$ cat src/rtl/pit_pkg.sv
// -----------------------------------------------------------------------------
// pit_pkg
// Shared constants and types for the PIT configuration arbiter:
//   - default PIT register offsets (CONTROL at 0x0, DELAY at 0x4)
//   - bit positions inside the 2-bit per-requester control field
//   - AXI response encodings
//   - arbiter FSM state encoding (also exported on the debug port)
// -----------------------------------------------------------------------------
package pit_pkg;

    localparam logic [3:0] PIT_CONTROL_OFFSET = 4'h0;
    localparam logic [3:0] PIT_DELAY_OFFSET   = 4'h4;

    // Control field layout: {irq_en, enable}
    localparam int CTRL_ENABLE_BIT = 0;
    localparam int CTRL_IRQ_EN_BIT = 1;

    localparam logic [1:0] AXI_RESP_OKAY   = 2'b00;
    localparam logic [1:0] AXI_RESP_EXOKAY = 2'b01;
    localparam logic [1:0] AXI_RESP_SLVERR = 2'b10;
    localparam logic [1:0] AXI_RESP_DECERR = 2'b11;

    typedef enum logic [2:0] {
        ST_IDLE     = 3'd0,
        ST_ARB      = 3'd1,
        ST_DLY_ADDR = 3'd2,
        ST_DLY_RESP = 3'd3,
        ST_CTL_ADDR = 3'd4,
        ST_CTL_RESP = 3'd5,
        ST_DONE     = 3'd6
    } arb_state_t;

endpackage

$ cat src/rtl/pit_config_arbiter_rr.sv
// -----------------------------------------------------------------------------
// rr_arbiter
// Combinational round-robin pick: the first set request found when searching
// upward from i_ptr+1, wrapping around, so the last winner has lowest priority.
// Ports:
//   i_req   [NUM_REQ]  request vector
//   i_ptr   [IDX_W]    index of the previous winner
//   o_grant [NUM_REQ]  one-hot grant (all zero when no request)
//   o_idx   [IDX_W]    index of the granted requester
//   o_any   1          at least one request present
// -----------------------------------------------------------------------------
module rr_arbiter #(
    parameter  int NUM_REQ = 4,
    localparam int IDX_W   = $clog2(NUM_REQ)
) (
    input  logic [NUM_REQ-1:0] i_req,
    input  logic [IDX_W-1:0]   i_ptr,
    output logic [NUM_REQ-1:0] o_grant,
    output logic [IDX_W-1:0]   o_idx,
    output logic               o_any
);

    logic [IDX_W-1:0] w_sel;

    always_comb begin
        o_grant = '0;
        o_idx   = '0;
        o_any   = 1'b0;
        w_sel   = '0;
        // Offsets 1..NUM_REQ; offset NUM_REQ revisits the previous winner last.
        for (int k = 1; k <= NUM_REQ; k++) begin
            w_sel = IDX_W'((int'(i_ptr) + k) % NUM_REQ);
            if (!o_any && i_req[w_sel]) begin
                o_any          = 1'b1;
                o_grant[w_sel] = 1'b1;
                o_idx          = w_sel;
            end
        end
    end

endmodule

$ cat src/rtl/pit_config_arbiter.sv
// -----------------------------------------------------------------------------
// pit_config_arbiter
// Shares one PIT between NUM_REQ requesters. A request is granted round-robin,
// then programmed into the PIT over AXI4-Lite as a DELAY write followed by a
// CONTROL write. The requester that last configured the PIT successfully is
// the owner; the PIT interrupt is routed only to it.
// Ports:
//   s_axi_aclk, reset           clock, async active-high reset
//   req_valid/req_delay/req_ctrl per-requester request (held until req_done)
//   req_done, req_err            1-cycle completion pulse and error flag
//   owner, owner_valid           current owner and whether its timer runs
//   irq_out                      registered, routed PIT interrupt
//   m_axi_aw*/w*/b*              AXI4-Lite write master towards the PIT
//   pit_irq                      raw PIT interrupt
//   o_dbg_state                  current FSM state
// Handshake: a transfer on any AXI channel happens on the clock edge where
// valid and ready are both high; a raised valid is held with stable payload
// until that edge and dropped on the following cycle.
// -----------------------------------------------------------------------------
module pit_config_arbiter
    import pit_pkg::*;
#(
    parameter int                    NUM_REQ        = 4,
    parameter int                    ADDR_WIDTH     = 4,
    parameter logic [ADDR_WIDTH-1:0] CONTROL_OFFSET = ADDR_WIDTH'(PIT_CONTROL_OFFSET),
    parameter logic [ADDR_WIDTH-1:0] DELAY_OFFSET   = ADDR_WIDTH'(PIT_DELAY_OFFSET),
    localparam int                   IDX_W          = $clog2(NUM_REQ)
) (
    input  logic                    s_axi_aclk,
    input  logic                    reset,
    input  logic [NUM_REQ-1:0]      req_valid,
    input  logic [NUM_REQ*32-1:0]   req_delay,
    input  logic [NUM_REQ*2-1:0]    req_ctrl,
    output logic [NUM_REQ-1:0]      req_done,
    output logic                    req_err,
    output logic [IDX_W-1:0]        owner,
    output logic                    owner_valid,
    output logic [NUM_REQ-1:0]      irq_out,
    output logic                    m_axi_awvalid,
    input  logic                    m_axi_awready,
    output logic [ADDR_WIDTH-1:0]   m_axi_awaddr,
    output logic [2:0]              m_axi_awprot,
    output logic                    m_axi_wvalid,
    input  logic                    m_axi_wready,
    output logic [31:0]             m_axi_wdata,
    output logic [3:0]              m_axi_wstrb,
    input  logic                    m_axi_bvalid,
    output logic                    m_axi_bready,
    input  logic [1:0]              m_axi_bresp,
    input  logic                    pit_irq,
    output arb_state_t              o_dbg_state
);

    arb_state_t        r_state, w_next;
    logic [IDX_W-1:0]  r_ptr;
    logic [IDX_W-1:0]  r_idx;
    logic [31:0]       r_delay;
    logic [1:0]        r_ctrl;
    logic              r_err;
    logic              r_aw_done;
    logic              r_w_done;
    logic [IDX_W-1:0]  r_owner;
    logic              r_owner_valid;
    logic [NUM_REQ-1:0] r_irq;

    logic [NUM_REQ-1:0] w_gnt;
    logic [IDX_W-1:0]   w_gnt_idx;
    logic               w_gnt_any;
    logic [31:0]        w_sel_delay;
    logic [1:0]         w_sel_ctrl;
    logic               w_reject;
    logic               w_addr_phase;
    logic               w_resp_phase;
    logic               w_aw_hs;
    logic               w_w_hs;
    logic               w_phase_done;

    rr_arbiter #(.NUM_REQ(NUM_REQ)) u_rr (
        .i_req   (req_valid),
        .i_ptr   (r_ptr),
        .o_grant (w_gnt),
        .o_idx   (w_gnt_idx),
        .o_any   (w_gnt_any)
    );

    // One-hot AND-OR mux of the granted requester's payload.
    always_comb begin
        w_sel_delay = '0;
        w_sel_ctrl  = '0;
        for (int i = 0; i < NUM_REQ; i++) begin
            if (w_gnt[i]) begin
                w_sel_delay = w_sel_delay | req_delay[32*i +: 32];
                w_sel_ctrl  = w_sel_ctrl  | req_ctrl[2*i +: 2];
            end
        end
    end

    // Enabling the timer with a zero delay is refused without touching the PIT.
    assign w_reject = w_sel_ctrl[CTRL_ENABLE_BIT] && (w_sel_delay == 32'd0);

    assign w_addr_phase = (r_state == ST_DLY_ADDR) || (r_state == ST_CTL_ADDR);
    assign w_resp_phase = (r_state == ST_DLY_RESP) || (r_state == ST_CTL_RESP);

    assign m_axi_awvalid = w_addr_phase && !r_aw_done;
    assign m_axi_wvalid  = w_addr_phase && !r_w_done;
    assign m_axi_bready  = w_resp_phase;
    assign m_axi_awprot  = 3'b000;
    assign m_axi_wstrb   = 4'hF;
    assign m_axi_awaddr  = (r_state == ST_CTL_ADDR) ? CONTROL_OFFSET : DELAY_OFFSET;
    assign m_axi_wdata   = (r_state == ST_CTL_ADDR) ? {30'b0, r_ctrl} : r_delay;

    assign w_aw_hs = m_axi_awvalid && m_axi_awready;
    assign w_w_hs  = m_axi_wvalid && m_axi_wready;
    // AW and W complete independently; the phase ends once both have been seen.
    assign w_phase_done = (r_aw_done || w_aw_hs) && (r_w_done || w_w_hs);

    always_ff @(posedge s_axi_aclk or posedge reset) begin
        if (reset) r_state <= ST_IDLE;
        else       r_state <= w_next;
    end

    always_comb begin
        w_next = r_state;
        unique case (r_state)
            ST_IDLE:     if (|req_valid) w_next = ST_ARB;
            ST_ARB: begin
                if (!w_gnt_any)    w_next = ST_IDLE;
                else if (w_reject) w_next = ST_DONE;
                else               w_next = ST_DLY_ADDR;
            end
            ST_DLY_ADDR: if (w_phase_done) w_next = ST_DLY_RESP;
            // A failed DELAY write still proceeds to CONTROL.
            ST_DLY_RESP: if (m_axi_bvalid) w_next = ST_CTL_ADDR;
            ST_CTL_ADDR: if (w_phase_done) w_next = ST_CTL_RESP;
            ST_CTL_RESP: if (m_axi_bvalid) w_next = ST_DONE;
            ST_DONE:     w_next = ST_IDLE;
            default:     w_next = ST_IDLE;
        endcase
    end

    always_ff @(posedge s_axi_aclk or posedge reset) begin
        if (reset) begin
            r_ptr         <= '0;
            r_idx         <= '0;
            r_delay       <= '0;
            r_ctrl        <= '0;
            r_err         <= 1'b0;
            r_aw_done     <= 1'b0;
            r_w_done      <= 1'b0;
            r_owner       <= '0;
            r_owner_valid <= 1'b0;
        end else begin
            unique case (r_state)
                ST_ARB: begin
                    if (w_gnt_any) begin
                        r_idx   <= w_gnt_idx;
                        r_ptr   <= w_gnt_idx;
                        r_delay <= w_sel_delay;
                        r_ctrl  <= w_sel_ctrl;
                        r_err   <= w_reject;
                    end
                end
                ST_DLY_ADDR, ST_CTL_ADDR: begin
                    if (w_phase_done) begin
                        r_aw_done <= 1'b0;
                        r_w_done  <= 1'b0;
                    end else begin
                        if (w_aw_hs) r_aw_done <= 1'b1;
                        if (w_w_hs)  r_w_done  <= 1'b1;
                    end
                end
                ST_DLY_RESP, ST_CTL_RESP: begin
                    if (m_axi_bvalid && (m_axi_bresp != AXI_RESP_OKAY)) r_err <= 1'b1;
                end
                ST_DONE: begin
                    // A failed configuration leaves the previous owner in place.
                    if (!r_err) begin
                        r_owner       <= r_idx;
                        r_owner_valid <= r_ctrl[CTRL_ENABLE_BIT];
                    end
                end
                default: ;
            endcase
        end
    end

    // Uses the owner registers as they stand, so during reconfiguration the
    // old owner keeps receiving interrupts until the DONE update lands.
    always_ff @(posedge s_axi_aclk or posedge reset) begin
        if (reset) begin
            r_irq <= '0;
        end else begin
            for (int i = 0; i < NUM_REQ; i++) begin
                r_irq[i] <= pit_irq && r_owner_valid && (r_owner == IDX_W'(i));
            end
        end
    end

    always_comb begin
        req_done = '0;
        if (r_state == ST_DONE) req_done[r_idx] = 1'b1;
    end

    assign req_err     = (r_state == ST_DONE) && r_err;
    assign owner       = r_owner;
    assign owner_valid = r_owner_valid;
    assign irq_out     = r_irq;
    assign o_dbg_state = r_state;

endmodule

$ cat config.mk
export PLATFORM = sky130hd
export DESIGN_NAME = pit_config_arbiter
export DESIGN_NICKNAME = d
export VERILOG_FILES = /design/src/rtl/pit_pkg.sv /design/src/rtl/pit_config_arbiter_rr.sv /design/src/rtl/pit_config_arbiter.sv
export SDC_FILE = /design/constraint.sdc
export NUM_CORES = 1
export LEC_CHECK = 0
export BUFFER_PORTS_ARGS = -buffer_cell sky130_fd_sc_hd__buf_2
export CAP_MARGIN = 0
export CORE_ASPECT_RATIO = 0.7
export CORE_UTILIZATION = 45
export CTS_CLUSTER_DIAMETER = 150
export DETAILED_ROUTE_END_ITERATION = 7
export PLACE_DENSITY = 0.82
export SLEW_MARGIN = 10
export SYNTH_ARGS = -nofsm -noshare
export SYNTH_HDL_FRONTEND = slang
export SYNTH_HIERARCHICAL = 1
export SYNTH_SLANG_ARGS = --single-unit
$ cat constraint.sdc
create_clock -name s_axi_aclk -period 4.9 [get_ports s_axi_aclk]
set_clock_uncertainty 0.15 [all_clocks]
set_input_delay 0.245 -clock s_axi_aclk [delete_from_list [all_inputs] [get_ports s_axi_aclk]]
set_output_delay 0.245 -clock s_axi_aclk [all_outputs]
set_load 0.1 [all_outputs]
After elaboration in Yosys (flattened, before gate mapping) --
Index checks and enable logic that the tools add are counted.
Storage, ports and cells: register bits after elaboration 49, logic and storage cells 152, output and inout bits 61, input bits 148
Operators by class: eq/ne operators 16, $add $sub $neg 4, order comparisons 10, bitwise logic cells 10, muxes and demuxes 56, reductions and logical operators 46
Operators by type and width (count):
- two-way mux 32 bit | 5
- bitwise OR 32 bit | 3
- zero test 32 bit | 1
- two-way mux 3 bit | 8
- logical AND 1 bit | 21
- two-way mux 4 bit | 5
- two-way mux 1 bit | 19
- one-hot mux 3 bit (6 select lines) | 1
- two-way mux 2 bit | 8
- < comparator 2 x 3 -> 1 bit, second input constant | 5
- inequality test 2 bit, second input constant | 7
- bitwise OR 4 bit | 3
- demux 1 bit (select 2 bit) | 5
- greater-or-equal comparator 2 x 1 -> 1 bit, second input constant | 5
- == test 3 bit, second input constant | 3
- binary-select mux 1 bit (select 2 bit) | 4
- AND reduction 2 bit | 4
- nonzero test 2 bit | 4
- == test 3 x 2 -> 1 bit, second input constant | 2
- bitwise OR 2 bit | 3
- zero test 1 bit | 5
- AND reduction 5 bit | 1
- adder 2 x 1 -> 2 bit, second input constant | 2
- adder 2 bit, second input constant | 2
- other kinds (11) | 16

Logic depth before layout (Yosys ltp) --
depth after elaboration 25, depth in mapped cells 17

Cells and area by module --
Netlist, hierarchy kept.
By module, submodules not included:
- pit_config_arbiter | seq. area each 1226.2 um^2, cells an instance 328, times used 1, area an instance 3015.4 um^2
- rr_arbiter | seq. area each 0.0 um^2, cells an instance 86, times used 1, area an instance 629.4 um^2

Worst setup path after synthesis --
Ideal clock, no wire load.
path kind flip-flop to output port, from register r_state[1], in the netlist o_dbg_state[1], to output req_done[2], stages on the path, launching flop included 3, slack 0.064 ns, required time 4.505 ns, data arrival time 4.441 ns, path buffers 0, cell sequence dfrtp_1 > nand2_1 > nor4b_1
On the way: longest elaborated chain between the ends 2
RTL lines:
- start: declaration | RTL line pit_config_arbiter.sv:54 | arb_state_t r_state, w_next;
- start signal: assignment | RTL line pit_config_arbiter.sv:119 | else r_state <= w_next;
- == test 3 bit | RTL line pit_config_arbiter.sv:201 | if (r_state == ST_DONE) req_done[r_idx] = 1'b1;
- two-way mux 4 bit | RTL line pit_config_arbiter.sv:201
- end: declaration | RTL line pit_config_arbiter.sv:34 | output logic [NUM_REQ-1:0] req_done,
No other way between the ends.

==> reports/metrics.yaml <==
outcome:
  status: "completed"
synthesis:
  yosysSeqAreaShare_pct: 33.6
  synth_area_sq_mm: 0.00364
  yosysWarningCount: 6
  synth_top_area_share_pct: 33.6
  ys_ff_latch: 49
  synth_cell_types: 50
  synth_area_leaders: "dfrtp_1 34%, a22o_1 7.4%, a221oi_1 7.0%"
  synthesis.instances: 414
  avgSynthCellArea_sq_um: 8.80
  synth_top_cell_by_area: "dfrtp_1"
  synthArstFlopShare_pct: 100
  synth_edf_count: 0
  synth_flop_cell: "dfrtp_1"
critical_path:
  regToRegStartpoint: "r_idx[1]$_DFFE_PP0P_"
  crit_chain: "inv_1 -> ha_1 -> inv_1 -> a31oi_1 -> o31ai_1 -> a2111o_1 -> buf_4 -> a22o_1 -> a221oi_1 -> nand4_1 -> or4_1 -> nor4_2 -> or3_1"
  crit_type: "reg -> reg"
  critical-path-max-stage-delay_ns: 0.61
  r2r_end: "o_dbg_state[2]$_DFFE_PP0P_"
  slowest_stage: "or4_1"
  crit_fanout: 13
  path_common_cell: "inv_1"
  r2r_cells: 13
  crit_arrival_ns: 4.41
  reg2reg_slack_ns: 0.56
  cp-end-kind: "flip-flop"
  cp.required_ns: 4.98
  worstSetupStartpointType: "flip-flop"
routing:
  firstDrtPassIters: 5
  drt_iter0_markers: 312
  via_per_inst: 5.80
  vias: 4019
  wire_per_inst_um: 16.5
  ant_nets: 0
  finalWirelength_um: 11400
  drc: 0
die:
  start_util_pct: 46.3
  rows: 27
  dieArea_sq_mm: 0.00847
  core_area_sq_mm: 0.00787
  io_pins: 209
  die_h_um: 77.3
  die_w_um: 110
timing:
  tns_ns: 0
  maxSlewHeadroom_pct: 31.2
  hold_viol_final: 0
  max_freq_mhz: 231
  min_period_ns: 4.34
  setup_viol: 0
  rsz0062_at_grt: "no"
  post-route-period-util_pct: 88.5
  max_slew.worst_pin.slew_ns: 1.03
  finalMaxSlewViolations: 0
cts:
  cts_sinks: 49
  cts_tree: "yes"
  htree_num_levels: 2
  clk_pin_slew_ns: 0.06
  root_buffer: "clkbuf_16"
  cts-buffers-inserted: 5
  cts.repair.resized: 0
  cts_hold_buf: 0
  cts_setup_buffers: 0
  clk_path_buf_depth: 2
  clk_latency_ns: 0.29
global_routing:
  antenna_found_initial: 0
  grt_pass1_wl_um: 17200
  grt_max_degree: 70
  grt_pass1_vias: 3533
  overflow: 0
  gr-usage-all-layers_pct: 26.4
finish:
  area_growth_pct: 29.8
  antenna_cells: 0
  layout-drive-gt1-share_pct: 39.5
  finalNetCount: 748
job:
  timing.max_cap.violations: 0
hold_path:
  hp-class: "in -> async"
place:
  dp_hpwl_um: 9020
  gp_congestion: 0.866
  port_buffers: 198
-- cell families (layout without fill, tap and decap cells) --
kind of cell | after synthesis | count (layout) | share of synthesized area, %
DFF | 49 | 49 | 33.6
buffers and inverters | 59 | 229 | 9.34
other | 2 | 10 | 0.206
muxes | 12 | 12 | 4.22
xor gates and xnor gates | 1 | 1 | 0.240
adders and majority gates | 8 | 8 | 2.75
and+or+nand+nor | 141 | 141 | 20.2
AOI/OAI and AO/OA | 142 | 142 | 29.4
-- worst max-delay path by stage --
stage                               startpoint                    endpoint  cells past startpoint
floorplan           o_dbg_state[1]$_DFFE_PP0P_                 req_done[2]                      2
global placement          r_idx[1]$_DFFE_PP0P_           r_err$_DFFE_PP0P_                     13
detailed placement        r_idx[1]$_DFFE_PP0P_  o_dbg_state[2]$_DFFE_PP0P_                     13
CTS                       r_idx[1]$_DFFE_PP0P_           r_err$_DFFE_PP0P_                     13
global route              r_idx[1]$_DFFE_PP0P_           r_err$_DFFE_PP0P_                     13
finish                    r_idx[1]$_DFFE_PP0P_  o_dbg_state[2]$_DFFE_PP0P_                     13
-- synthesized netlist by cell type (all sizes together) (5+ instances only) --
library cell and n:
a21oi 39, a221oi 32, a22o 31, a22oi 6, a31oi 9, buf 30, clkbuf 17, dfrtp 49
ha 8, inv 12, mux2 7, nand2 15, nand4 14, nor2 48, nor2b 31, o21ai 5
or3 6
-- cell usage in the layout (no fill, tap or decap), drive strengths merged, types with 2 or more instances in the layout --
| cell | n |
|---|---|
| nand2 | 15 |
| dfrtp | 49 |
| o31ai | 4 |
| a22o | 31 |
| ha | 8 |
| a31oi | 9 |
| or3 | 6 |
| mux2i | 3 |
| and3 | 2 |
| o21ai | 5 |
| o211a | 2 |
| or2 | 2 |
| a211oi | 3 |
| nand2b | 2 |
| mux4 | 2 |
| nand3 | 4 |
| nor3 | 4 |
| nor4b | 2 |
| a221oi | 32 |
| buf | 210 |
| a22oi | 6 |
| and2 | 4 |
| conb | 10 |
| a2111o | 4 |
| nand4 | 14 |
| clkbuf | 7 |
| inv | 12 |
| o21a | 2 |
| nor2b | 31 |
| mux2 | 7 |
| a21oi | 39 |
| nor4 | 2 |
| nor2 | 48 |
-- critical path: cells and delay by family (launching register included) --
kind            cells  cell delay [ns]
compound gates      5             1.55
fa+ha+maj           1             0.51
buf+inv             3             0.59
flops               1             0.34
simple gates        4             1.14
-- layout make-up --
cell class	instances	area (sq um)
well taps	101	126
clock buffers	7	143
multi-input cells	314	2110
repair buffers	210	1080
flip-flops and latches	49	1230
inverters	12	45.0
fillers	736	3140
-- layer usage --
layer | GRT usage, % | routed length [um]
met1 | 36.4 | 4920
met2 | 43.0 | 5350
met3 | 4.34 | 980
met4 | 6.67 | 168
met5 | 0 | 0
-- sequential cells by signal (all words and copies together), names as in the netlist --
signal and cells:
irq_out 4, r_aw_done 1, r_ctrl 2, r_w_done 1
o_dbg_state 3, r_err 1, r_idx 2, r_delay 32
owner 2, owner_valid 1
-- metrics by stage --
step	setup WS, ns	std cells	hold WS [ns]	util [%]	instance area, sq um
final	0.565	693	0.0584	60.1	4730
after global routing	0.326	693	0.0924	60.1	4730
after detailed placement	0.639	686	0.333	58.3	4590
after global placement	0.788	686	0.317	58.3	4590
after floorplan	0.0638	422	0.240	-	3670
after CTS	0.617	693	0.0793	60.1	4730
Power is left out: the tool's default activity adds up to more than one toggle a clock period on the data nets, which glitch-free logic cannot reach.
